### config.mk
export PLATFORM = sky130hd
export DESIGN_NAME = mem_stage_lsu
export DESIGN_NICKNAME = d
export VERILOG_FILES = /design/src/rtl/lsu_pkg.sv /design/src/rtl/mem_stage_lsu_store_buffer.sv /design/src/rtl/mem_stage_lsu.sv
export SDC_FILE = /design/constraint.sdc
export NUM_CORES = 1
export LEC_CHECK = 0
export BUFFER_PORTS_ARGS = -buffer_cell sky130_fd_sc_hd__buf_2
export CAP_MARGIN = 20
export CORE_ASPECT_RATIO = 1.1
export CORE_MARGIN = 4
export CORE_UTILIZATION = 49
export CTS_CLUSTER_SIZE = 10
export DETAILED_ROUTE_END_ITERATION = 8
export GPL_ROUTABILITY_DRIVEN = 1
export PLACE_DENSITY = 0.69
export SYNTH_ARGS = -nofsm -noshare
export SYNTH_HDL_FRONTEND = slang
export SYNTH_HIERARCHICAL = 1
export SYNTH_SLANG_ARGS = --single-unit
### constraint.sdc
create_clock -name clk -period 12.8 [get_ports clk]
set_input_delay 1.28 -clock clk [delete_from_list [all_inputs] [get_ports clk]]
set_output_delay 1.28 -clock clk [all_outputs]
set_load 0.05 [all_outputs]
### src/rtl/lsu_pkg.sv
// Shared types and helpers for the memory-stage load/store unit.
// Lane extraction and extension of loaded doublewords live here.
package lsu_pkg;

  localparam int XLEN   = 64;
  localparam int ADDR_W = 64;

  localparam logic [2:0] SIZE_B = 3'd0;
  localparam logic [2:0] SIZE_H = 3'd1;
  localparam logic [2:0] SIZE_W = 3'd2;
  localparam logic [2:0] SIZE_D = 3'd3;

  typedef enum logic [2:0] {
    IDLE,
    LD_ISSUE,
    LD_WAIT,
    ST_DRAIN,
    HOLD
  } lsu_state_e;

  typedef struct packed {
    logic [ADDR_W-1:0] addr;
    logic [XLEN-1:0]   data;
    logic [2:0]        size;
  } stb_entry_t;

  function automatic logic [XLEN-1:0] load_extend(
    input logic [XLEN-1:0] rdata,
    input logic [2:0]      off,
    input logic [2:0]      size
  );
    logic [XLEN-1:0] lane;
    logic [XLEN-1:0] r;
    lane = rdata >> {off, 3'b000};
    r    = lane;
    unique case (size[1:0])
      SIZE_B[1:0]: r = size[2] ? {56'b0, lane[7:0]}
                               : {{56{lane[7]}}, lane[7:0]};
      SIZE_H[1:0]: r = size[2] ? {48'b0, lane[15:0]}
                               : {{48{lane[15]}}, lane[15:0]};
      SIZE_W[1:0]: r = size[2] ? {32'b0, lane[31:0]}
                               : {{32{lane[31]}}, lane[31:0]};
      SIZE_D[1:0]: r = lane;
      default:     r = lane;
    endcase
    return r;
  endfunction

endpackage

### src/rtl/mem_stage_lsu_store_buffer.sv
// Posted store buffer: circular FIFO with a per-entry block match
// so younger loads can wait on overlapping buffered stores.
module lsu_store_buffer
  import lsu_pkg::*;
#(
  parameter int DEPTH = 4
) (
  input  logic              clk,
  input  logic              reset,
  input  logic              push,
  input  logic              pop,
  input  stb_entry_t        push_entry,
  input  logic [ADDR_W-4:0] blk,
  output logic              full,
  output logic              empty,
  output stb_entry_t        head,
  output logic [DEPTH-1:0]  match
);

  localparam int PW = $clog2(DEPTH);
  localparam int CW = PW + 1;

  stb_entry_t      mem [DEPTH];
  logic [PW-1:0]   rd_ptr;
  logic [PW-1:0]   wr_ptr;
  logic [CW-1:0]   count;
  logic [PW-1:0]   rel [DEPTH];

  assign full  = (count == CW'(DEPTH));
  assign empty = (count == '0);
  assign head  = mem[rd_ptr];

  always_ff @(posedge clk or posedge reset) begin
    if (reset) begin
      rd_ptr <= '0;
      wr_ptr <= '0;
      count  <= '0;
    end else begin
      if (push) wr_ptr <= wr_ptr + 1'b1;
      if (pop)  rd_ptr <= rd_ptr + 1'b1;
      count <= count + CW'(push) - CW'(pop);
    end
  end

  always_ff @(posedge clk) begin
    if (push) mem[wr_ptr] <= push_entry;
  end

  // An entry is live when its distance from the head is below count
  always_comb begin
    match = '0;
    for (int i = 0; i < DEPTH; i++) begin
      rel[i]   = PW'(i) - rd_ptr;
      match[i] = ({1'b0, rel[i]} < count)
              && (mem[i].addr[ADDR_W-1:3] == blk);
    end
  end

endmodule

### src/rtl/mem_stage_lsu.sv
// Memory-stage load/store unit: accepts EX/MEM ops, buffers stores,
// issues loads to the data cache and presents results to MEM/WB.
module mem_stage_lsu
  import lsu_pkg::*;
#(
  parameter int STB_DEPTH = 4
) (
  input  logic              clk,
  input  logic              reset,
  input  logic              ex_valid,
  output logic              ex_ready,
  input  logic [ADDR_W-1:0] alu_data,
  input  logic [XLEN-1:0]   reg_b_contents,
  input  logic              read_mem,
  input  logic              write_mem,
  input  logic [2:0]        data_size,
  input  logic              drain_req,
  input  logic              snoop_stall,
  output logic              wb_valid,
  input  logic              wb_ready,
  output logic [XLEN-1:0]   loaded_data_out,
  output logic              misaligned,
  output logic              stb_empty,
  output logic              dc_read_enable,
  output logic              dc_write_enable,
  output logic [ADDR_W-1:0] dc_address,
  output logic [2:0]        dc_data_size,
  output logic [XLEN-1:0]   dc_wdata,
  input  logic              dc_send_enable,
  input  logic [XLEN-1:0]   dc_rdata
);

  lsu_state_e             state;
  lsu_state_e             nstate;
  logic [ADDR_W-1:0]      ld_addr;
  logic [2:0]             ld_size;
  logic [XLEN-1:0]        res_q;
  logic                   mis_q;
  logic                   push;
  logic                   pop;
  logic                   full;
  logic                   empty;
  stb_entry_t             head;
  stb_entry_t             push_entry;
  logic [STB_DEPTH-1:0]   match;
  logic [2:0]             amask;
  logic                   misal;

  assign amask = 3'((4'd1 << data_size[1:0]) - 4'd1);
  assign misal = (read_mem | write_mem)
              && |(alu_data[2:0] & amask);

  assign push_entry = '{addr: alu_data,
                        data: reg_b_contents,
                        size: data_size};

  lsu_store_buffer #(.DEPTH(STB_DEPTH)) u_stb (
    .clk        (clk),
    .reset      (reset),
    .push       (push),
    .pop        (pop),
    .push_entry (push_entry),
    .blk        (alu_data[ADDR_W-1:3]),
    .full       (full),
    .empty      (empty),
    .head       (head),
    .match      (match)
  );

  always_comb begin
    nstate          = state;
    ex_ready        = 1'b0;
    push            = 1'b0;
    pop             = 1'b0;
    dc_read_enable  = 1'b0;
    dc_write_enable = 1'b0;
    dc_address      = '0;
    dc_data_size    = '0;
    dc_wdata        = '0;
    unique case (state)
      IDLE: begin
        if (ex_valid && !(drain_req && !empty)
            && !(write_mem && !misal && full)
            && !(read_mem && !misal && |match)) begin
          ex_ready = 1'b1;
          push     = write_mem && !misal;
          nstate   = (read_mem && !misal) ? LD_ISSUE : HOLD;
        end else if (!empty && !snoop_stall) begin
          nstate = ST_DRAIN;
        end
      end
      LD_ISSUE: begin
        dc_address   = ld_addr;
        dc_data_size = ld_size;
        if (!snoop_stall) begin
          dc_read_enable = 1'b1;
          nstate         = LD_WAIT;
        end
      end
      LD_WAIT: begin
        dc_read_enable = !dc_send_enable;
        dc_address     = ld_addr;
        dc_data_size   = ld_size;
        if (dc_send_enable) nstate = HOLD;
      end
      ST_DRAIN: begin
        dc_write_enable = !dc_send_enable;
        dc_address      = head.addr;
        dc_data_size    = head.size;
        dc_wdata        = head.data;
        if (dc_send_enable) begin
          pop    = 1'b1;
          nstate = IDLE;
        end
      end
      HOLD: begin
        if (wb_ready) nstate = IDLE;
      end
      default: nstate = IDLE;
    endcase
  end

  always_ff @(posedge clk or posedge reset) begin
    if (reset) begin
      state   <= IDLE;
      ld_addr <= '0;
      ld_size <= '0;
      res_q   <= '0;
      mis_q   <= 1'b0;
    end else begin
      state <= nstate;
      if (ex_ready) begin
        ld_addr <= alu_data;
        ld_size <= data_size;
        res_q   <= '0;
        mis_q   <= misal;
      end
      if (state == LD_WAIT && dc_send_enable)
        res_q <= load_extend(dc_rdata, ld_addr[2:0], ld_size);
    end
  end

  assign wb_valid        = (state == HOLD);
  assign loaded_data_out = wb_valid ? res_q : '0;
  assign misaligned      = wb_valid & mis_q;
  assign stb_empty       = empty && (state != ST_DRAIN);

endmodule

==> metrics.csv, run 1 <==
stage;metric;value;unit
floorplan;row count;96;
finish;share of cells above drive strength 1;30.3;%
synthesis;Distinct cells, synth;60;
synthesis;Post-Synth Simple-Gate Area;6.76;%
synthesis;Synth Area in Compound Gates;6.15;%
synthesis;Mapped Area;30900;um^2
finish;synth-to-layout area growth;15.3;%
placement;HPWL Detailed;59.7;mm
placement;Buffers on Ports;404;
clocking;Post-CTS Setup Bufs;0;
power;Sw Pwr;3090;uW
global_routing;gr ovfl total;0;
power;Gate power share;39.8;%
floorplan;Die H;271;um
worst_setup_path;reg2reg start;u_stb/rd_ptr[0];
synthesis;xor/xnor share of the synthesized area;7.29;%
worst_setup_path;CP required;13030;ps
floorplan;die footprint;67200;um^2
synthesis;Synth Instances;1984;
clocking;Skew-Pair Late Insertion Delay;620;ps
drt;final WL;87.4;mm
drt;Final ANT Viol Nets;0;
floorplan;core area;62500;um^2
synthesis;asr flop ratio synth;21.3;%
drt;Starting DRT DRC Count;1747;
sta;Final Cycle Share;47.1;%
sta;Setup TNS;0;ps
sta;Fin. Hold Viols;0;
run;Max Cap Violations;0;
clocking;clk buf depth;3;
power;Clock power frac;25.2;%
synthesis;count of flip-flops with a built-in enable after synthesis;524;
drt;DR WL/cell;27.1;um
sta;Min Clock Period, post-route;6030;ps
clocking;TritonCTS clock tree;built;
placement;placer congestion estimate;0.990;
clocking;CTS Hold Bufs;0;
placement;Post-DP Area;33400;um^2
worst_hold_path;beginning of the worst hold path;ld_addr[35];
global_routing;Overall Global Routing Usage;25.6;%
clocking;TritonCTS Sinks;666;
clocking;TritonCTS buffer count;78;
floorplan;I/O pin total;405;
power;PD cells;223;nW/um^2
worst_setup_path;WS Path Type;reg -> reg;
sta;setup violators final;0;
drt;Pre-antenna DRT Iters;5;
worst_setup_path;Startpoint Class;flip-flop;
clocking;clock root buffer;clkbuf_16;
clocking;PostCTS Resize Cnt;0;
worst_hold_path;Hold Crit Class;reg -> reg;
power;Internal;4860;uW
finish;Layout Nets;2535;
global_routing;largest net degree at the start of global routing;107;
synthesis;Synth Net Count;2199;
synthesis;Post-synth top flop;edfxtp_1;
synthesis;Synthesis Warnings;6;
worst_setup_path;crit end category;flip-flop;
synthesis;post-synthesis mux area share;13.9;%
global_routing;number of global-route vias before repair;19400;
floorplan;Die Width;248;um
drt;Remaining DRCs;0;
synthesis;Seq/Total Area, Yosys;62.4;%
synthesis;main combinational cell family by area after synthesis;multiplexers;
sta;fin. max-slew vios;0;
global_routing;global-route wire length before repair;128;mm
synthesis;Avg Cell Area, Syn;15.6;um^2
clocking;Worst-path clk slew;50;ps
sta;fmax;0.166;GHz
sta;Clock Skew;29.1;ps
drt;via count;19300;
power;sequential share of power;35.0;%
worst_setup_path;CP startpoint;u_stb/rd_ptr[0];
finish;Final Cell Area;35700;um^2
clocking;CTS HTree Levels;3;
synthesis;Synth Area in Adders;0.469;%
sta;Slew @ Worst Pin;1120;ps
power;Worst VDD drop;0.161;mV
sta;Slew HR;25.6;%
drt;routed vias/inst;5.99;
global_routing;initial antenna violation count;22;
floorplan;Initial Util;49.5;%
run_status;status;finished, final reports clean;
worst_setup_path;CP max FO;106;
sta;unrepaired setup endpoints after global routing;false;
power;leak pwr;0.0134;uW
power;switch share;38.9;%
worst_setup_path;CP arrival;6260;ps
synthesis;register bit count reported by yosys;666;
## worst max-delay path, stage by stage (launching register included)
cell and delay, ps:
dfrtp_4 850, buf_12 680, nand2b_1 230, a21oi_1 80
o2111ai_1 180, nor4_1 80, o41ai_1 530, nand2_1 210
a21oi_4 180, and3_1 340, and2_4 580, buf_4 890
buf_4 630
## cell usage in the layout (no fill, tap or decap), types with 4 or more instances in the layout
cell	count
edfxtp_1	524
clkbuf_1	47
o211ai_1	9
nand2_1	69
buf_4	23
nor3_1	7
nand3_1	34
ha_1	10
and3_1	67
o21ai_0	21
mux2_1	31
xnor2_2	5
mux2_2	42
nor2b_1	13
a22o_1	123
mux2i_1	49
dfrtp_1	139
o311ai_0	9
o22ai_1	16
nand4_1	48
nor2_1	24
clkbuf_16	80
a21oi_1	16
and2_1	66
xor2_1	55
buf_2	404
mux4_2	132
diode_2	11
a211oi_1	14
inv_6	4
xnor2_1	190
o2111ai_1	4
inv_1	12
nand2b_1	7
nor4_1	21
and2_4	4
o2bb2ai_1	14
## layout make-up
cell class	count	area, um^2
sequential	666	19300
clock inverter	7	61.3
clock buffer	129	2210
timing repair buffer	429	2230
tap	833	1040
inverter	14	57.6
fill	4994	26800
multi-input combinational	1131	10700
antenna	11	27.5
## sequential cells by signal, summed over array words and instances (netlist names)
register and cells:
mis_q 1, u_stb/rd_ptr 2, ld_addr 64, state 3, u_stb/wr_ptr 2, u_stb/mem 524, res_q 64, ld_size 3
u_stb/count 3
## per-stage QoR
stage	instances	power, uW	util, %	setup WS (ps)	hold slack, ps
2_1_floorplan	1984	5170	-	6040	448
3_3_place_gp	3072	5960	53.4	6600	468
3_5_place_dp	3072	5990	53.4	6590	476
4_1_cts	3208	8000	57.0	6560	488
5_1_grt	3213	8310	57.1	6230	496
6_report	3220	7950	57.1	6770	485
## power groups by stage
stage	logic, uW	registers [uW]	clock network [uW]
6_report	3160	2780	2000
5_1_grt	3360	2810	2140
4_1_cts	3180	2780	2040
3_5_place_dp	3170	2820	0
3_3_place_gp	3160	2800	0
2_1_floorplan	2470	2710	0
## logic make-up after synthesis
kind of cell             Yosys count
buffers and inverters            187
XOR/XNOR                         251
adder cells (fa/ha/maj)           11
AO/OA/AOI/OAI                    241
flip-flops                       666
multiplexers                     254
AND/OR/NAND/NOR                  374
## Yosys cell counts (4+ instances only)
library cell	n	area [um^2]
ha_1	10	125
a211oi_1	14	105
nor2b_1	14	87.6
xor2_1	55	482
o311ai_0	9	78.8
o22ai_1	17	106
nand2_1	69	259
o2111ai_1	4	35.0
buf_1	8	30.0
o211ai_1	9	67.6
mux4_2	132	2970
and2_1	70	438
xnor2_2	5	81.3
buf_2	73	365
o2bb2ai_1	14	123
o21ai_0	21	105
a22o_1	123	1080
a21oi_1	16	80.1
dfrtp_1	142	3550
nand3_1	34	170
nand4_1	48	300
nand2b_1	7	43.8
mux2_1	31	349
inv_1	13	48.8
mux2_2	42	473
and3_1	67	419
buf_6	20	225
mux2i_1	49	490
nor2_1	26	97.6
xnor2_1	190	1660
nor4_1	21	131
clkbuf_1	67	251
edfxtp_1	524	15700
nor3_1	7	35.0
## layer usage
| metal | up-vias | wire, um | GRT usage, % |
|---|---|---|---|
| li1 | 8352 | - | - |
| met1 | 9930 | 34900 | 35.0 |
| met2 | 806 | 42100 | 40.5 |
| met3 | 176 | 7450 | 6.20 |
| met4 | 20 | 2820 | 8.75 |
| met5 | - | 115 | 0 |
## final timing paths
kind	cells after the start	end	slack, ps
worst max-delay path	12	u_stb/mem[2][43]	6770
worst min-delay path	1	ld_addr[35]	480
worst max register to register	12	u_stb/mem[2][43]	6770
worst min register to register	1	ld_addr[35]	480
max in group asynchronous	3	ld_addr[0]	10620
min in group asynchronous	2	u_stb/count[1]	640
Note: power is estimated with default switching activity, not from simulation.
==> run 2: changes to the inputs <==
==> constraint.sdc (replaced) <==
create_clock -name clk -period 5.6 [get_ports clk]
set_input_delay 0.56 -clock clk [delete_from_list [all_inputs] [get_ports clk]]
set_output_delay 0.56 -clock clk [all_outputs]
set_load 0.05 [all_outputs]
==> run 2 against run 1 <==
Compared with the run above:
- clock power is 140% higher
- routed wire length is essentially flat
- sequential cell count unchanged
- power grew 130%
- register-to-register slack lost 5700 ps
- utilization is 0.52 points higher
==> metrics.csv, run 2 (synthesis gave the netlist of run 1 again) <==
stage;metric;value;unit;change
drt;DR WL/cell;26.9;um;was 27.1 um
sta;Final Cycle Share;85.3;%;
sta;Setup TNS;0;ps;unchanged
run;Max Cap Violations;0;;unchanged
floorplan;I/O pin total;405;;unchanged
floorplan;core area;62500;um^2;unchanged
finish;sequential cell area;19300;um^2;unchanged
clocking;clk buf depth;3;;unchanged
global_routing;Overall Global Routing Usage;25.7;%;was 25.6%
finish;biggest regs;u_stb/mem (524), ld_addr (64), res_q (64);;unchanged
worst_setup_path;CP max FO;37;;was 106
global_routing;met1 Resource Use GR;34.3;%;was 35.0%
sta;Slew HR;33.3;%;was 25.6%
global_routing;gr ovfl total;0;;unchanged
drt;Remaining DRCs;0;;unchanged
finish;Layout Nets;2550;;was 2535
placement;Buffers on Ports;404;;unchanged
clocking;Skew-Pair Late Insertion Delay;620;ps;about the same
sta;fmax;0.209;GHz;
sta;setup violators final;0;;unchanged
worst_setup_path;crit end category;output pin;;was flip-flop
clocking;TritonCTS buffer count;78;;unchanged
sta;Clock Skew;31.8;ps;was 29.1 ps
power;Worst VDD drop;0.352;mV;was 0.161 mV
global_routing;initial antenna violation count;19;;was 22
global_routing;largest net degree at the start of global routing;94;;was 107
global_routing;global-route wire length before repair;129;mm;was 128 mm
power;PD cells;511;nW/um^2;was 223 nW/um^2
clocking;CTS HTree Levels;3;;unchanged
worst_hold_path;Hold Crit Class;in -> reg;;was reg -> reg
global_routing;met3 usage;8.36;%;was 6.20%
finish;synth-to-layout area growth;16.4;%;was 15.3%
placement;pre-CTS worst setup slack;1030;ps;was 6590 ps
sta;Fin. Hold Viols;0;;unchanged
floorplan;Initial Util;49.5;%;unchanged
finish;share of cells above drive strength 1;30.6;%;was 30.3%
sta;worst hold slack;151;ps;was 485 ps
finish;number of flip-flops under the largest register name;524;;unchanged
sta;setup ws final;821;ps;was 6770 ps
finish;most common cell after layout, fill and taps aside;edfxtp_1;;unchanged
worst_setup_path;crit path cell chain;xnor2_1, inv_1, ha_1, a21oi_1, o2111ai_1, nor4_1, o41ai_1, nand2_1, a21oi_4, buf_4, buf_2;;was buf_12, nand2b_1, a21oi_1, o2111ai_1, nor4_1, o41ai_1, nand2_1, a21oi_4, and3_1, and2_4, buf_4, buf_4
run_status;status;finished, final reports clean;;unchanged
worst_setup_path;Startpoint Class;flip-flop;;unchanged
worst_setup_path;CP arrival;4220;ps;was 6260 ps
clocking;TritonCTS clock tree;built;;unchanged
drt;Starting DRT DRC Count;1692;;was 1747
clocking;Worst-path clk slew;60;ps;was 50 ps
placement;Inst Count DP;3085;;was 3072
worst_setup_path;CP required;5040;ps;was 13030 ps
finish;commonest non-fill, non-tap cells in the layout;524 x edfxtp_1, 404 x buf_2, 190 x xnor2_1;;unchanged
worst_setup_path;Worst R2R Setup Slack;1050;ps;was 6770 ps
placement;Post-DP Area;33500;um^2;was 33400 um^2
drt;Pre-antenna DRT Iters;7;;was 5
drt;final WL;87.4;mm;about the same
sta;Min Clock Period, post-route;4780;ps;
floorplan;die footprint;67200;um^2;unchanged
clocking;PostCTS Resize Cnt;0;;unchanged
placement;placer congestion estimate;0.958;;was 0.990
global_routing;number of global-route vias before repair;19700;;was 19400
finish;area of the multi-input gates;10700;um^2;about the same
drt;Final ANT Viol Nets;0;;unchanged
sta;unrepaired setup endpoints after global routing;false;;unchanged
finish;Biggest register;u_stb/mem;;unchanged
global_routing;GR peak layer;met2;;unchanged
finish;Final Cell Area;36000;um^2;was 35700 um^2
placement;HPWL Detailed;60.7;mm;was 59.7 mm
clocking;TritonCTS Sinks;666;;unchanged
clocking;Post-CTS Setup Bufs;0;;unchanged
worst_setup_path;crit path max-delay cell type;dfrtp_4;;was buf_4
drt;via count;19300;;about the same
clocking;clock root buffer;clkbuf_16;;unchanged
global_routing;M2 GR Usage;39.7;%;was 40.5%
sta;Slew @ Worst Pin;997;ps;was 1120 ps
power;leak pwr;0.0136;uW;was 0.0134 uW
finish;Post-Layout Cell Count;3242;;was 3220
floorplan;Die H;271;um;unchanged
floorplan;row count;96;;unchanged
floorplan;Die Width;248;um;unchanged
sta;fin. max-slew vios;0;;unchanged
finish;fill cell count;4954;;was 4994
drt;routed vias/inst;5.97;;was 5.99
worst_setup_path;WS Path Type;reg -> out;;was reg -> reg
worst_setup_path;slowest cell delay on critical path;890;ps;about the same
run 2: cell count changes in the layout (fill, tap and decap cells not counted), sizes merged:
cell	before	now
buf	429	443
clkbuf	129	136
bufinv	0	2
diode	11	9
clkinv	5	4
dlygate4sd3	0	1
inv	16	17
run 2: repair_timing:
action	4_1_cts	5_1_grt
endpoints found under the hold margin	7	0
hold buffers	1	0
setup endpoints to repair	0	0
run 2: final timing paths:
check | endpoint | startpoint | cells after the start
worst max register to register | u_stb/mem[0][87] | u_stb/rd_ptr[0] | 12
worst min register to register | ld_addr[7] | ld_addr[7] | 1
min in group asynchronous | u_stb/rd_ptr[1] | reset | 3
max in group asynchronous | ld_addr[25] | reset | 4
worst min-delay path | u_stb/mem[0][41] | reg_b_contents[38] | 1
worst max-delay path | ex_ready | u_stb/rd_ptr[0] | 11
run 2: per-stage QoR:
stage	power, uW	utilization, %
final	18400	57.6
after global routing	19200	57.6
after CTS	18500	57.5
after detailed placement	13700	53.7
after global placement	13600	53.7
after floorplan	11800	-
run 2: routing by layer:
layer | vias up | wire [um] | part of all wire, %
met3 | 183 | 8850 | 10
met2 | 879 | 40700 | 47
met1 | 9873 | 34500 | 40
li1 | 8384 | - | -
met4 | 20 | 3140 | 3.6
met5 | - | 137 | 0.16
run 2: where the power goes:
part	internal (uW)	switching, uW
combinational	2580	4730
clock	2780	1950
sequential	5890	461
total	11300	7140
run 2: cell type report:
cell class	count	area share [%]
Sequential cell	666	53.6
Multi-Input combinational cell	1131	29.9
Timing Repair Buffer	444	6.81
Clock buffer	136	6.15
Tap cell	833	2.90
Clock inverter	9	0.431
Inverter	14	0.160
Antenna cell	9	0.0626
run 2: worst max-delay path: cells and delay by family (launching register included):
family / cells / cell delay [ps]
adder cells (fa/ha/maj): 1 / 280
XOR/XNOR: 1 / 230
flip-flops: 1 / 890
AND/OR/NAND/NOR: 2 / 280
buffers and inverters: 3 / 910
AO/OA/AOI/OAI: 4 / 980
